## config.mk

```make
export PLATFORM = sky130hd
export DESIGN_NAME = room_fsm
export DESIGN_NICKNAME = d
export VERILOG_FILES = /design/src/rtl/adv_pkg.sv /design/src/rtl/move_counter.sv /design/src/rtl/room_fsm.sv
export SDC_FILE = /design/constraint.sdc
export NUM_CORES = 1
export LEC_CHECK = 0
export BUFFER_PORTS_ARGS = -buffer_cell sky130_fd_sc_hd__buf_2
export CAP_MARGIN = 20
export CORE_MARGIN = 2
export CORE_UTILIZATION = 48
export DETAILED_ROUTE_END_ITERATION = 10
export PLACE_DENSITY = 0.8
export SKIP_CTS_REPAIR_TIMING = 1
export SYNTH_ARGS = -nofsm -noshare
export SYNTH_HDL_FRONTEND = slang
export SYNTH_HIERARCHICAL = 1
export SYNTH_SLANG_ARGS = --single-unit
```

## constraint.sdc

```tcl
create_clock -name clk -period 2 [get_ports clk]
set_clock_uncertainty 0.15 [all_clocks]
set_input_delay 0.1 -clock clk [delete_from_list [all_inputs] [get_ports clk]]
set_output_delay 0.1 -clock clk [all_outputs]
set_load 0.05 [all_outputs]
```

## src/rtl/adv_pkg.sv

```systemverilog
// Shared definitions for the adventure game: room encoding, the bit
// position of each room in the one-hot room display, and the room count.
// Used by room_fsm, the sword stage and the game top level.
package adv_pkg;

  localparam int NUM_ROOMS = 7;

  typedef enum logic [2:0] {
    CAVE   = 3'd0,
    TUNNEL = 3'd1,
    RIVER  = 3'd2,
    STASH  = 3'd3,
    DEN    = 3'd4,
    VAULT  = 3'd5,
    GRAVE  = 3'd6
  } room_t;

  // Bit index of each room in room_led (bit 0 = CAVE ... bit 6 = GRAVE).
  localparam int LED_CAVE   = 0;
  localparam int LED_TUNNEL = 1;
  localparam int LED_RIVER  = 2;
  localparam int LED_STASH  = 3;
  localparam int LED_DEN    = 4;
  localparam int LED_VAULT  = 5;
  localparam int LED_GRAVE  = 6;

  localparam logic [NUM_ROOMS-1:0] LED_RESET = 7'b0000001;

endpackage

```

## src/rtl/move_counter.sv

```systemverilog
// Saturating up-counter for accepted moves.
//   clk    : clock, counts on rising edge
//   clr_n  : asynchronous active-low clear to zero
//   en     : count enable, one increment per enabled cycle
//   count  : current count, holds at all-ones instead of wrapping
module move_counter #(
  parameter int MOVE_W = 8
) (
  input  logic              clk,
  input  logic              clr_n,
  input  logic              en,
  output logic [MOVE_W-1:0] count
);

  logic [MOVE_W-1:0] count_reg;

  always_ff @(posedge clk or negedge clr_n) begin
    if (!clr_n) begin
      count_reg <= '0;
    end else if (en && (count_reg != {MOVE_W{1'b1}})) begin
      count_reg <= count_reg + 1'b1;
    end
  end

  assign count = count_reg;

endmodule

```

## src/rtl/room_fsm.sv

```systemverilog
// Room state machine for the adventure game.
//   clk        : single clock
//   reset      : asynchronous active-low reset (0 = in reset)
//   n,s,e,w    : direction requests, level-sampled every cycle
//   v          : registered "sword held" flag from the sword stage
//   sw         : high while in STASH (sword pickup strobe)
//   room_led   : one-hot current room, bit 0 = CAVE .. bit 6 = GRAVE
//   win, die   : high while in VAULT / GRAVE
//   moves      : count of accepted room changes, saturating
// All outputs come straight from flops; the next room is decoded ahead of
// the register so the outputs reflect the new room one cycle after the
// request, with no combinational path from the inputs.
module room_fsm
  import adv_pkg::*;
#(
  parameter int MOVE_W = 8
) (
  input  logic                 clk,
  input  logic                 reset,
  input  logic                 n,
  input  logic                 s,
  input  logic                 e,
  input  logic                 w,
  input  logic                 v,
  output logic                 sw,
  output logic [NUM_ROOMS-1:0] room_led,
  output logic                 win,
  output logic                 die,
  output logic [MOVE_W-1:0]    moves
);

  room_t                room_reg;
  room_t                room_next;
  logic [NUM_ROOMS-1:0] room_led_reg;
  logic [NUM_ROOMS-1:0] led_next;
  logic                 sw_reg;
  logic                 win_reg;
  logic                 die_reg;
  logic                 release_reg;
  logic                 step;
  logic [3:0]           dir;
  logic                 one_dir;

  // Reset release: this flop is cleared asynchronously and sets on the
  // first edge after reset goes high; the room register is the second
  // stage, so the earliest move lands on the second edge after release.
  always_ff @(posedge clk or negedge reset) begin
    if (!reset) begin
      release_reg <= 1'b0;
    end else begin
      release_reg <= 1'b1;
    end
  end

  // A request counts only if exactly one direction is high.
  assign dir     = {n, s, e, w};
  assign one_dir = (dir != 4'd0) && ((dir & (dir - 4'd1)) == 4'd0);

  always_comb begin
    room_next = room_reg;
    step      = 1'b0;
    if (release_reg) begin
      case (room_reg)
        CAVE: begin
          if (one_dir && e) begin
            room_next = TUNNEL;
            step      = 1'b1;
          end
        end
        TUNNEL: begin
          if (one_dir && s) begin
            room_next = RIVER;
            step      = 1'b1;
          end else if (one_dir && w) begin
            room_next = CAVE;
            step      = 1'b1;
          end
        end
        RIVER: begin
          if (one_dir && n) begin
            room_next = TUNNEL;
            step      = 1'b1;
          end else if (one_dir && w) begin
            room_next = STASH;
            step      = 1'b1;
          end else if (one_dir && e) begin
            room_next = DEN;
            step      = 1'b1;
          end
        end
        STASH: begin
          if (one_dir && e) begin
            room_next = RIVER;
            step      = 1'b1;
          end
        end
        // DEN is a one-cycle pass-through decided by the sword; the exit
        // is not a player move and is not counted.
        DEN: begin
          room_next = v ? VAULT : GRAVE;
        end
        // VAULT and GRAVE are terminal.
        default: begin
          room_next = room_reg;
        end
      endcase
    end
  end

  // One-hot decode of the next room, registered below.
  for (genvar gi = 0; gi < NUM_ROOMS; gi++) begin : g_led
    assign led_next[gi] = (3'(room_next) == 3'(gi));
  end

  always_ff @(posedge clk or negedge reset) begin
    if (!reset) begin
      room_reg     <= CAVE;
      room_led_reg <= LED_RESET;
      sw_reg       <= 1'b0;
      win_reg      <= 1'b0;
      die_reg      <= 1'b0;
    end else begin
      room_reg     <= room_next;
      room_led_reg <= led_next;
      sw_reg       <= led_next[LED_STASH];
      win_reg      <= led_next[LED_VAULT];
      die_reg      <= led_next[LED_GRAVE];
    end
  end

  move_counter #(
    .MOVE_W (MOVE_W)
  ) u_move_counter (
    .clk   (clk),
    .clr_n (reset),
    .en    (step),
    .count (moves)
  );

  assign room_led = room_led_reg;
  assign sw       = sw_reg;
  assign win      = win_reg;
  assign die      = die_reg;

endmodule

```

==> summary.md <==
| Metric | Value |
|---|---|
| Flops & latches, synth | 19 |
| Clock insertion delay at the later pin of the skew report | 0.29 ns |
| Vias per cell | 5.90 |
| Fill cells | 190 |
| HPWL after DPL | 1730 microns |
| Worst Setup EP | u_move_counter/count[5] |
| CTS tree | done |
| Via Count | 962 |
| Synth area leaders | dfrtp_1 39%, buf_4 3.9%, a21oi_1 3.1% |
| Die X | 52.8 microns |
| Yosys Warn Count | 6 |
| Io pins | 25 |
| Worst-path clk slew | 0.10 ns |
| PD cells | 1120 nW/um^2 |
| Post-route cell area | 1350 sq um |
| Synth cell types | 49 |
| Cts bufs inserted | 3 |
| Async set-reset flop share out of synthesis | 100% |
| Initial antenna violation count | 0 |
| Mapped Avg Cell Area | 10.4 sq um |
| RSZ-0062 raised after global routing | true |
| Worst R2R Path Depth | 7 |
| Static Leak | 0.000616 uW |
| Core ar. | 2230 sq um |
| Status | completed |
| Max-cap violations | 0 |
| Total track usage | 19.9% |
| Layout Nets | 144 |
| 1st-pass router iterations | 4 |
| First DRT Iteration DRCs | 23 |
| Final setup margin | 0.0365 ns |
| Worst R2R End | u_move_counter/count[5] |
| Critical Path Fanout Max | 3 |
| GRT overflow | 0 |
| Total Routed Length | 2480 microns |
| Post-synth EDFFs | 0 |
| Max Slew Vio Count | 0 |
| Area leader, netlist | dfrtp_1 |
| Period utilization | 98.2% |
| Cells after Synth | 110 |
| H-tree Lvls | 1 |
| Placed cell area | 1260 sq um |
| Register area share after synthesis | 41.6% |
| Maximum clock frequency | 0.509 GHz |
| Die height | 52.8 microns |
| Setup slack, reg-to-reg | 0.04 ns |
| Ratio of cells with drive above 1 in the final layout | 39.3% |
| FP Rows | 17 |
| Min-Delay Path Class | in2async |
| Crit. End Element | register |
| Worst Setup SP | room_reg[0] |
| Largest net degree at the start of global routing | 20 |
| Max FFs per register | 8 |
| Post-DR wirelength/cell | 15.2 microns |
| GPL Wtd Cong | 0.841 |
| CP required | 2.04 ns |
| Drc violations | 0 |
| Pre-CTS WS | 0.0224 ns |
| IO buf count | 24 |
| Crit Reg-Reg Startpoint | room_reg[0] |
| Hold Slack | 0.111 ns |
| Syn nets | 118 |
| Final Hold Vio Count | 0 |
| Antenna Violating Nets Remaining | 0 |
| Bufs on Longest Clock Path | 2 |
| First-pass GRT wire length | 3950 microns |
| Vias in the first global route | 921 |
| Synth Flop Type | dfrtp_1 |
| Synth-to-Final Area Change | 17.9% |
| Share of the synthesized area in the top cell type | 39.3% |
| Clock Tree Root | clkbuf_4 |
| CTS sink count | 19 |
| Maximum vdd drop | 930 uV |
| Initial core utilization | 51.3% |
| Syn Std Cell Area | 1140 sq um |
| Die Area | 2790 sq um |
| Final setup vio count | 0 |
| Area of the multi-input gates | 624 sq um |
| Fin crit period | 1.96 ns |
| Critical Path Start Type | register |
| FF+latch area | 478 sq um |
| Diode count | 0 |
| CP Class | reg2reg |
| WP data arrival | 2.00 ns |
-- placed cells by master (no fill, tap or decap), types with 3 or more instances in the layout --
master	instances
nor3_1	3
nor2_1	5
nor2b_1	3
o21bai_1	3
nor3b_1	3
clkbuf_4	3
buf_2	24
buf_4	5
dfrtp_1	17
nand2_1	7
xor2_1	3
nand3_1	3
a21oi_1	6
-- layout make-up --
type,instances,share of cell area (%)
repair buffers,31,13.3
flip-flops and latches,19,35.4
clock buffers,4,1.95
inverters,2,0.556
multi-input cells,79,46.2
well taps,28,2.60
-- Yosys cell counts (all sizes together), types with 3 or more instances --
| library cell | instances |
|---|---|
| o21bai | 3 |
| nor3b | 3 |
| o21ai | 3 |
| nor2 | 5 |
| xor2 | 3 |
| dfrtp | 18 |
| a31oi | 3 |
| nor2b | 3 |
| nand2 | 7 |
| a21oi | 7 |
| nand3 | 4 |
| buf | 10 |
| nor3 | 4 |
-- worst min-delay path by stage --
stage / from / endpoint / depth (start not counted)
3_5_place_dp: reset / room_led[1] / 1
3_3_place_gp: reset / room_led[1] / 1
2_1_floorplan: reset / die / 0
6_report: reset / room_led[1] / 2
5_1_grt: reset / room_led[3] / 2
4_1_cts: reset / room_led[1] / 1
-- power breakdown --
| group | switching (uW) | internal, uW | total, uW |
|---|---|---|---|
| Sequential | 76.1 | 474 | 550 |
| Clock | 113 | 77.7 | 190 |
| Combinational | 538 | 238 | 776 |
-- worst max-delay path, stage by stage, from the launching register on --
cell and delay [ns]:
dfrtp_1 0.39, nand2b_4 0.16, o41ai_2 0.27, nand2_1 0.10, a21oi_2 0.17, and4_4 0.25, nand3_2 0.08, mux2_4 0.30
-- per-stage QoR --
step | total power, uW | cells | utilization [%] | setup TNS, ns
after floorplan | 1170 | 110 | - | 0
after global placement | 1300 | 157 | 56.6 | 0
after detailed placement | 1310 | 157 | 56.6 | 0
after CTS | 1510 | 161 | 57.8 | 0
after global routing | 1620 | 163 | 60.4 | -0.165
final | 1520 | 163 | 60.4 | 0
-- logic make-up after synthesis --
family | count (synthesis) | synth area share (%)
multiplexers | 2 | 2.29
AO/OA/AOI/OAI | 32 | 21.4
buffers and inverters | 12 | 7.43
other | 1 | 0.328
adder cells (fa/ha/maj) | 1 | 1.09
flip-flops | 19 | 41.6
XOR/XNOR | 5 | 3.83
AND/OR/NAND/NOR | 38 | 22.0
-- metal layers --
metal	vias to the layer above	routed length [microns]	GRT usage, %
met1	464	1090	24.4
met5	-	0	0
met3	7	158	5.14
met2	36	1190	32.9
li1	455	-	-
met4	0	40	8.12
Power figures use the tool's default switching activity.
